### config.mk
export PLATFORM = sky130hd
export DESIGN_NAME = execute_stage
export DESIGN_NICKNAME = d
export VERILOG_FILES = /design/src/rtl/cpu_pkg.sv /design/src/rtl/alu.sv /design/src/rtl/execute_stage.sv
export SDC_FILE = /design/constraint.sdc
export NUM_CORES = 1
export LEC_CHECK = 0
export BUFFER_PORTS_ARGS = -buffer_cell sky130_fd_sc_hd__buf_2
export CORE_ASPECT_RATIO = 0.6
export CORE_MARGIN = 2
export CORE_UTILIZATION = 45
export DETAILED_ROUTE_END_ITERATION = 10
export PLACE_DENSITY = 0.7
export SLEW_MARGIN = 10
export SYNTH_ARGS = -nofsm -noshare
export SYNTH_HDL_FRONTEND = slang
export SYNTH_HIERARCHICAL = 1
export SYNTH_SLANG_ARGS = --single-unit
### constraint.sdc
create_clock -name clk -period 1.65 [get_ports clk]
set_input_delay 0.165 -clock clk [delete_from_list [all_inputs] [get_ports clk]]
set_output_delay 0.165 -clock clk [all_outputs]
set_load 0.02 [all_outputs]
### src/rtl/cpu_pkg.sv
// Shared opcode encodings, FSM state type and helpers for the execute stage.
package cpu_pkg;

  localparam int OPC_W = 3;

  localparam logic [OPC_W-1:0] OP_NOOP   = 3'b000;
  localparam logic [OPC_W-1:0] OP_OR     = 3'b001;
  localparam logic [OPC_W-1:0] OP_AND    = 3'b010;
  localparam logic [OPC_W-1:0] OP_SUB    = 3'b011;
  localparam logic [OPC_W-1:0] OP_ADD    = 3'b100;
  localparam logic [OPC_W-1:0] OP_BRANCH = 3'b101;
  localparam logic [OPC_W-1:0] OP_STORE  = 3'b110;
  localparam logic [OPC_W-1:0] OP_LOAD   = 3'b111;

  typedef enum logic [1:0] {
    ST_IDLE = 2'd0,
    ST_MEM  = 2'd1,
    ST_HOLD = 2'd2
  } state_t;

  // LOAD and STORE are the only opcodes that go through the memory port.
  function automatic logic is_mem_op(input logic [OPC_W-1:0] op);
    return (op == OP_LOAD) || (op == OP_STORE);
  endfunction

  // Opcodes that produce a new result/carry/zero from the ALU.
  function automatic logic is_alu_op(input logic [OPC_W-1:0] op);
    return (op == OP_ADD) || (op == OP_SUB) || (op == OP_AND) || (op == OP_OR);
  endfunction

endpackage

### src/rtl/alu.sv
// Combinational ALU: ADD/SUB with carry/borrow, bitwise AND/OR, zero detect.
module alu
  import cpu_pkg::*;
#(
  parameter int DATA_W = 32
) (
  input  logic [OPC_W-1:0]  opcode,
  input  logic [DATA_W-1:0] dst_val,
  input  logic [DATA_W-1:0] src_val,
  output logic [DATA_W-1:0] result,
  output logic              carry,
  output logic              zero
);

  logic [DATA_W:0] sum;
  logic [DATA_W:0] diff;

  // Extended-width add/sub so the top bit is carry out / borrow out.
  always_comb begin
    sum    = {1'b0, dst_val} + {1'b0, src_val};
    diff   = {1'b0, dst_val} - {1'b0, src_val};
    result = '0;
    carry  = 1'b0;
    case (opcode)
      OP_ADD: begin
        result = sum[DATA_W-1:0];
        carry  = sum[DATA_W];
      end
      OP_SUB: begin
        result = diff[DATA_W-1:0];
        carry  = diff[DATA_W];
      end
      OP_AND:  result = dst_val & src_val;
      OP_OR:   result = dst_val | src_val;
      default: ;
    endcase
    zero = (result == '0);
  end

endmodule

### src/rtl/execute_stage.sv
// Execute stage: ALU ops, branch resolution on the zero flag, and a
// single-outstanding memory port with timeout, handing results to writeback.
module execute_stage
  import cpu_pkg::*;
#(
  parameter int DATA_W      = 32,
  parameter int ADRS_W      = 11,
  parameter int MEM_TIMEOUT = 15
) (
  input  logic              clk,
  input  logic              reset,
  input  logic              in_valid,
  output logic              in_ready,
  input  logic [OPC_W-1:0]  in_opcode,
  input  logic              in_src_type,
  input  logic              in_dest_type,
  input  logic [DATA_W-1:0] in_src_val,
  input  logic [DATA_W-1:0] in_dst_val,
  input  logic [ADRS_W-1:0] in_adrs,
  output logic              mem_req,
  output logic              mem_we,
  output logic [ADRS_W-1:0] mem_adrs,
  output logic [DATA_W-1:0] mem_wdata,
  input  logic              mem_ack,
  input  logic [DATA_W-1:0] mem_rdata,
  output logic              out_valid,
  input  logic              out_ready,
  output logic [DATA_W-1:0] result,
  output logic              carry,
  output logic [ADRS_W-1:0] wb_adrs,
  output logic              out_dest_type,
  output logic              out_src_type,
  output logic              branch_valid,
  output logic [ADRS_W-1:0] branch_address,
  output logic              mem_err
);

  // Counter holds 0..MEM_TIMEOUT-1; the last value is the final mem_req cycle.
  localparam int TCNT_W = (MEM_TIMEOUT > 1) ? $clog2(MEM_TIMEOUT) : 1;
  localparam logic [TCNT_W-1:0] TCNT_LAST = TCNT_W'(MEM_TIMEOUT - 1);

  state_t state_p1;
  state_t state_d;

  logic              xfer;
  logic              tmo_last;

  logic [DATA_W-1:0] alu_result;
  logic              alu_carry;
  logic              alu_zero;

  logic [DATA_W-1:0] result_p1;
  logic              carry_p1;
  logic              zero_p1;
  logic [ADRS_W-1:0] wb_adrs_p1;
  logic              dest_type_p1;
  logic              src_type_p1;
  logic [ADRS_W-1:0] mem_adrs_p1;
  logic [DATA_W-1:0] mem_wdata_p1;
  logic              mem_we_p1;
  logic              is_load_p1;
  logic              branch_valid_p1;
  logic [ADRS_W-1:0] branch_adrs_p1;
  logic              mem_err_p1;
  logic [TCNT_W-1:0] tmo_cnt_p1;

  assign xfer     = in_valid & in_ready;
  assign tmo_last = (tmo_cnt_p1 == TCNT_LAST);

  alu #(
    .DATA_W (DATA_W)
  ) u_alu (
    .opcode  (in_opcode),
    .dst_val (in_dst_val),
    .src_val (in_src_val),
    .result  (alu_result),
    .carry   (alu_carry),
    .zero    (alu_zero)
  );

  // FSM state register; reset returns to IDLE, which drops mem_req at once.
  always_ff @(posedge clk or negedge reset) begin
    if (!reset) state_p1 <= ST_IDLE;
    else        state_p1 <= state_d;
  end

  // Next-state: branches resolve in IDLE, memory ops wait in MEM, results wait in HOLD.
  always_comb begin
    state_d = state_p1;
    case (state_p1)
      ST_IDLE: begin
        if (xfer) begin
          if (is_mem_op(in_opcode))      state_d = ST_MEM;
          else if (in_opcode != OP_BRANCH) state_d = ST_HOLD;
        end
      end
      ST_MEM:  if (mem_ack || tmo_last) state_d = ST_HOLD;
      ST_HOLD: if (out_ready)           state_d = ST_IDLE;
      default: state_d = ST_IDLE;
    endcase
  end

  // Handshake outputs decoded straight from state.
  always_comb begin
    in_ready  = (state_p1 == ST_IDLE);
    out_valid = (state_p1 == ST_HOLD);
    mem_req   = (state_p1 == ST_MEM);
    mem_we    = mem_req & mem_we_p1;
  end

  // Capture on transfer, complete memory accesses, and clear the error on handoff.
  always_ff @(posedge clk or negedge reset) begin
    if (!reset) begin
      result_p1       <= '0;
      carry_p1        <= 1'b0;
      zero_p1         <= 1'b0;
      wb_adrs_p1      <= '0;
      dest_type_p1    <= 1'b0;
      src_type_p1     <= 1'b0;
      mem_adrs_p1     <= '0;
      mem_wdata_p1    <= '0;
      mem_we_p1       <= 1'b0;
      is_load_p1      <= 1'b0;
      branch_valid_p1 <= 1'b0;
      branch_adrs_p1  <= '0;
      mem_err_p1      <= 1'b0;
      tmo_cnt_p1      <= '0;
    end else begin
      branch_valid_p1 <= 1'b0;
      if (xfer) begin
        if (in_opcode == OP_BRANCH) begin
          if (zero_p1) begin
            branch_valid_p1 <= 1'b1;
            branch_adrs_p1  <= in_adrs;
          end
        end else begin
          wb_adrs_p1   <= in_adrs;
          dest_type_p1 <= in_dest_type;
          src_type_p1  <= in_src_type;
          if (is_mem_op(in_opcode)) begin
            mem_adrs_p1  <= in_adrs;
            mem_wdata_p1 <= in_src_val;
            mem_we_p1    <= (in_opcode == OP_STORE);
            is_load_p1   <= (in_opcode == OP_LOAD);
            tmo_cnt_p1   <= '0;
          end else if (is_alu_op(in_opcode)) begin
            result_p1 <= alu_result;
            carry_p1  <= alu_carry;
            zero_p1   <= alu_zero;
          end
        end
      end
      if (state_p1 == ST_MEM) begin
        if (mem_ack) begin
          result_p1 <= is_load_p1 ? mem_rdata : mem_wdata_p1;
          mem_we_p1 <= 1'b0;
        end else if (tmo_last) begin
          result_p1  <= '0;
          mem_err_p1 <= 1'b1;
          mem_we_p1  <= 1'b0;
        end else begin
          tmo_cnt_p1 <= tmo_cnt_p1 + 1'b1;
        end
      end
      if ((state_p1 == ST_HOLD) && out_ready) mem_err_p1 <= 1'b0;
    end
  end

  assign result         = result_p1;
  assign carry          = carry_p1;
  assign wb_adrs        = wb_adrs_p1;
  assign out_dest_type  = dest_type_p1;
  assign out_src_type   = src_type_p1;
  assign mem_adrs       = mem_adrs_p1;
  assign mem_wdata      = mem_wdata_p1;
  assign branch_valid   = branch_valid_p1;
  assign branch_address = branch_adrs_p1;
  assign mem_err        = mem_err_p1;

endmodule
==> results of run 1 <==
power groups by stage:
stage                     clock (mW)  sequential (mW)  combinational (mW)
after floorplan                    0             5.66                3.53
after global placement             0             4.61                8.20
after CTS                       2.32             4.65                9.46
after detailed placement           0             4.67                8.34
final                           2.30             4.77                10.2
after global routing            2.42             4.84                10.7
kinds of logic after synthesis:
logic type	Yosys count	synth area share, %
compound gates	362	24.26
fa+ha+maj	109	12.90
xor+xnor	2	0.1639
flops	111	25.99
simple gates	360	17.07
buf+inv	165	8.488
mux	110	11.12
final cells by class:
class | instances | area [µm²] | area share (%)
Tap cell | 315 | 394.1 | 2.149
Clock inverter | 7 | 81.33 | 0.4434
Multi-Input combinational cell | 944 | 8866 | 48.34
Sequential cell | 111 | 2779 | 15.15
Clock buffer | 9 | 225.2 | 1.228
Timing Repair Buffer | 713 | 5574 | 30.39
Inverter | 96 | 412.9 | 2.251
Antenna cell | 3 | 7.507 | 0.04093
placed cells by master, fill, tap and decap left out, types with 15 or more instances in the layout:
master	instances
buf_4	417
buf_2	197
nor2_1	113
dfrtp_1	110
ha_1	77
inv_1	60
a21oi_1	57
buf_6	57
mux2_4	56
nand2_1	51
a221o_1	42
mux2i_1	40
o21ai_0	29
nand3_1	26
buf_12	25
ha_4	24
inv_2	20
a21oi_2	19
nand2b_1	16
o211ai_1	15
sequential cells by signal, indices dropped and copies added (netlist names):
| name | count |
|---|---|
| branch_address | 11 |
| branch_valid | 1 |
| carry | 1 |
| is_load_p1 | 1 |
| mem_adrs | 11 |
| mem_err | 1 |
| mem_wdata | 32 |
| mem_we_p1 | 1 |
| out_dest_type | 1 |
| out_src_type | 1 |
| result | 32 |
| state_p1 | 2 |
| tmo_cnt_p1 | 4 |
| wb_adrs | 11 |
| zero_p1 | 1 |
metal layers:
metal  vias to the layer above  GRT usage (%)  routed length [µm]
li1                       5826              -                   -
met1                      6693          56.64               23220
met2                       936          55.65               21640
met3                       142          13.07                6477
met4                         2          9.215                1699
met5                         -              0                  13
cells in the mapped netlist (6+ instances only):
cell	n	share of area (%)
buf_6	7	0.74
a22oi_1	6	0.42
nor3b_1	6	0.42
or3_1	9	0.53
mux2_2	70	7.4
a221o_1	42	3.9
a221oi_1	6	0.49
inv_1	95	3.3
dfrtp_1	111	26
a21oi_1	86	4.0
a31oi_1	15	0.88
o211ai_1	15	1.1
nand2_1	59	2.1
a211oi_1	14	0.98
ha_1	107	13
nor3_1	20	0.94
buf_2	6	0.28
nor4_1	13	0.76
nand2b_1	20	1.2
o21ai_0	53	2.5
a21o_1	7	0.49
nor2b_1	19	1.1
o221ai_1	9	0.74
clkbuf_1	26	0.91
nor2_1	128	4.5
buf_4	7	0.49
o31ai_1	8	0.56
and3_1	10	0.59
nand3_1	31	1.5
nand4_1	7	0.41
clkbuf_8	20	2.6
o21a_1	13	0.91
mux2i_1	40	3.7
o22ai_1	10	0.59
repair_timing:
action | in CTS | in global routing
endpoints found under the setup margin | 82 | 96
gates cloned | 5 | 2
endpoints found under the hold margin | 48 | 0
pin swaps | 105 | 78
gates resized for setup | 300 | 122
hold buffers | 2 | 0
buffers inserted | 59 | 34
metrics by stage:
stage,worst slack (ns),std cells,power (mW),hold WS (ns),TNS (ns)
CTS,-1.408,2164,16.44,0.01593,-30.19
finish,-1.508,2198,17.31,0.02600,-44.56
global placement,-1.977,2088,12.81,0.07974,-44.27
detailed placement,-2.022,2088,13.01,0.08232,-45.18
floorplan,-1.456,1219,9.188,-0.1306,-20.79
global route,-1.550,2197,17.94,0.01841,-46.12
final timing paths:
kind / endpoint / slack, ns / depth (start not counted)
min in group asynchronous: state_p1[0]$_DFFE_PN0P_ / 0.22 / 2
hold / removal: mem_wdata[9]$_DFFE_PN0P_ / 0.03 / 2
setup reg to reg: mem_adrs[6]$_DFFE_PN0P_ / -0.32 / 7
hold reg to reg: result[24]$_DFF_PN0_ / 0.51 / 1
max in group asynchronous: carry$_DFFE_PN0P_ / 0.88 / 3
setup / recovery: zero_p1$_DFFE_PN0P_ / -1.51 / 17
worst reg2reg max path, cell delays in order (launching register included):
cell	delay, ns
dfrtp_1	0.44
nor3b_2	0.28
buf_4	0.18
and3_4	0.22
buf_12	0.12
buf_12	0.12
buf_12	0.16
mux2_4	0.32
==> flow_summary.toml, run 1 <==
[status]
status = "finished with violations"
failed_checks = "negative setup slack"

[setup_path]
critical_path_class = "input pin to flip-flop"
crit_start = "in_src_val[1]"
path_cells = "buf_8, clkinvlp_4, buf_6, fa_2, nor2b_4, o311ai_4, buf_12, a211oi_4, buf_4, o21ai_4, a31oi_4, nand2_2, o2111a_1, a21oi_2, or3_2, nor4_2, mux2_4"
crit_required_ns = 1.98
cpMaxStageDelayCell = "or3_2"
path_buf_inv = 5
max_stage_delay_ns = 0.49
critPathLaunchType = "input pin"
arrival_ns = 3.49
reg2reg_from = "state_p1[0]$_DFFE_PN0P_"
endpoint_kind = "flip-flop"
cp_top_family = "compound AO/OA/AOI/OAI gates"
path_max_fanout = 4

[timing]
worst_slack_ns = -1.508
final.period_utilization_pct = 191.4
slew_violations = 0
setup_viol = 98
slew_headroom_pct = 46.78
fmax_mhz = 316.7
min_period_ns = 3.158
rsz0062_at_grt = "yes"
worst_pin_slew_ns = 0.7967
hold_viol_final = 0
skew_ns = 0.01983

[clocking]
cts_root_buf = "clkbuf_16"
htree_levels = 3
cts_tree = "built"
path_clk_slew_ns = 0.10
insertion_delay_ns = 0.38
clockBufferDepth = 2
cts_buffers = 9
cts.sinks = 111

[pwr]
netSwitchingFraction_pct = 44.12
pwr-share-comb_pct = 59.1
p_leak_nw = 8.748
pwr-share-clk_pct = 13.3
power_density_mw_per_mm2 = 943.6
peakVddDrop_uv = 672.2
power_frac_seq_pct = 27.6
p_sw_mw = 7.635
p_int_mw = 9.670

[final_layout]
final_area_mm2 = 0.01834
fin_nets = 2101
post-route-util_pct = 79.09
nFillCells = 1456
areaGrowthSynthToFinish_pct = 71.62
drive_gt1_share_pct = 57.34

[placed_design]
portBuffers = 222
hpwl_um = 37380
dpl-instance-area_mm2 = 0.01536
place_congestion = 1.038

[floorplanning]
core-area_mm2 = 0.02319
io_pins = 223
start_util_pct = 46.09
die_y_um = 123.4
core.rowCount = 43
die_x_um = 202.9
dieArea_mm2 = 0.02504

[route]
wl_um = 53050
first_pass_iters = 7
drc = 0
first_iter_violations = 1911
postRouteAntennaNets = 0
dr_total_vias = 13600
drt-vias-per-instance = 6.187
routedWlPerCell_um = 24.13

[logic_synthesis]
ys.flop_type = "dfrtp_1"
synth_cells = 1219
synth_edf_count = 0
ys_warn_count = 6
synth_seq_cells = 111
synth_area_mm2 = 0.01069
postSynthAreaPerCell_um2 = 8.767
synth_cell_types = 95
synth_seq_area_share_pct = 25.99
async_reset_ff_share_pct = 100.0
syn_nets = 1445

[global_routing]
grt-ovfl-total = 0
grt_max_degree = 37
grt_pass1_wl_um = 73760
grt_usage_pct = 39.10
grt_pass1_vias = 12320
antenna_found_initial = 5

[hold_path]
hold_path.class = "input pin to flip-flop"
hold_start = "in_src_val[9]"

[run]
max_cap_violations = 0
(Power assumes the default switching activity.)
==> run 2: changes to the inputs <==
CORE_UTILIZATION = 51   (was 45)
PLACE_DENSITY = 0.78   (was 0.7)
==> flow_summary.toml, run 2 <==
[status]
status = "aborted with a tool error"
stop_stage = "global routing (5_1_grt)"
error = "[ERROR GRT-0232] Routing congestion too high. Check the congestion heatmap in the GUI."

[global_routing]
grt-ovfl-total = 5
grt_max_degree = 42
grt_usage_pct = 74.90

[logic_synthesis]
synth_most_common_cell = "nor2_1"
synth-xor-area-share_pct = 0.1639
synth_area_mm2 = 0.01069
ys.flop_type = "dfrtp_1"
synth-compound-area-share_pct = 24.26
postSynthAreaPerCell_um2 = 8.767
synth-simple-area-share_pct = 17.07
async_reset_ff_share_pct = 100.0
synth_commonest_cells = "nor2_1, dfrtp_1, ha_1"
syn_nets = 1445
synth_edf_count = 0
synth_top_family_by_area = "compound AO/OA/AOI/OAI gates"
synth_top_area_share_pct = 25.99
synth_area_leaders = "dfrtp_1, ha_1, mux2_2"
yosys-mux-area-fraction_pct = 11.12
ys_warn_count = 6
synth_seq_cells = 111
synth_cell_types = 95
yosysTopAreaCell = "dfrtp_1"
synth_cells = 1219
synth_seq_area_share_pct = 25.99
synth_fa_ha_area_share_pct = 12.90

[placed_design]
hpwl_um = 39340
place_congestion = 1.059
portBuffers = 222

[clocking]
htree_levels = 3
cts.sinks = 111
cts_root_buf = "clkbuf_16"
cts_buffers = 9
clockBufferDepth = 2

[floorplanning]
die_y_um = 116.1
die_x_um = 190.9
core.rowCount = 40
io_pins = 223
start_util_pct = 52.72
[run 2: cell counts after synthesis]
No cell type changed its count.
[run 2: cell families after synthesis]
kind of cell / Yosys count
buf+inv: 165
flops: 111
xor+xnor: 2
fa+ha+maj: 109
compound gates: 362
mux: 110
simple gates: 360
[run 2: per-stage QoR]
stage                     TNS, ns  worst slack, ns  area [µm²]  hold WS [ns]  std cells
after floorplan            -20.79           -1.456       11240       -0.1306       1219
after global placement     -45.96           -1.971       15320        0.1436       2054
after detailed placement   -49.29           -2.077       15320        0.1491       2054
after CTS                  -32.93           -1.457       17570       0.01442       2136
[run 2: repair_timing]
action,in CTS
hold buffers,2
resized for setup,291
hold endpoints to repair,29
cloned,8
pin swaps,93
setup endpoints to repair,83
buffers inserted,62
[run 2: routing by layer]
metal | overflow | GRT usage (%)
met1 | 0 | 78.77
met4 | 0 | 62.12
met3 | 1 | 65.87
met2 | 4 | 85.92
met5 | 0 | 50.64
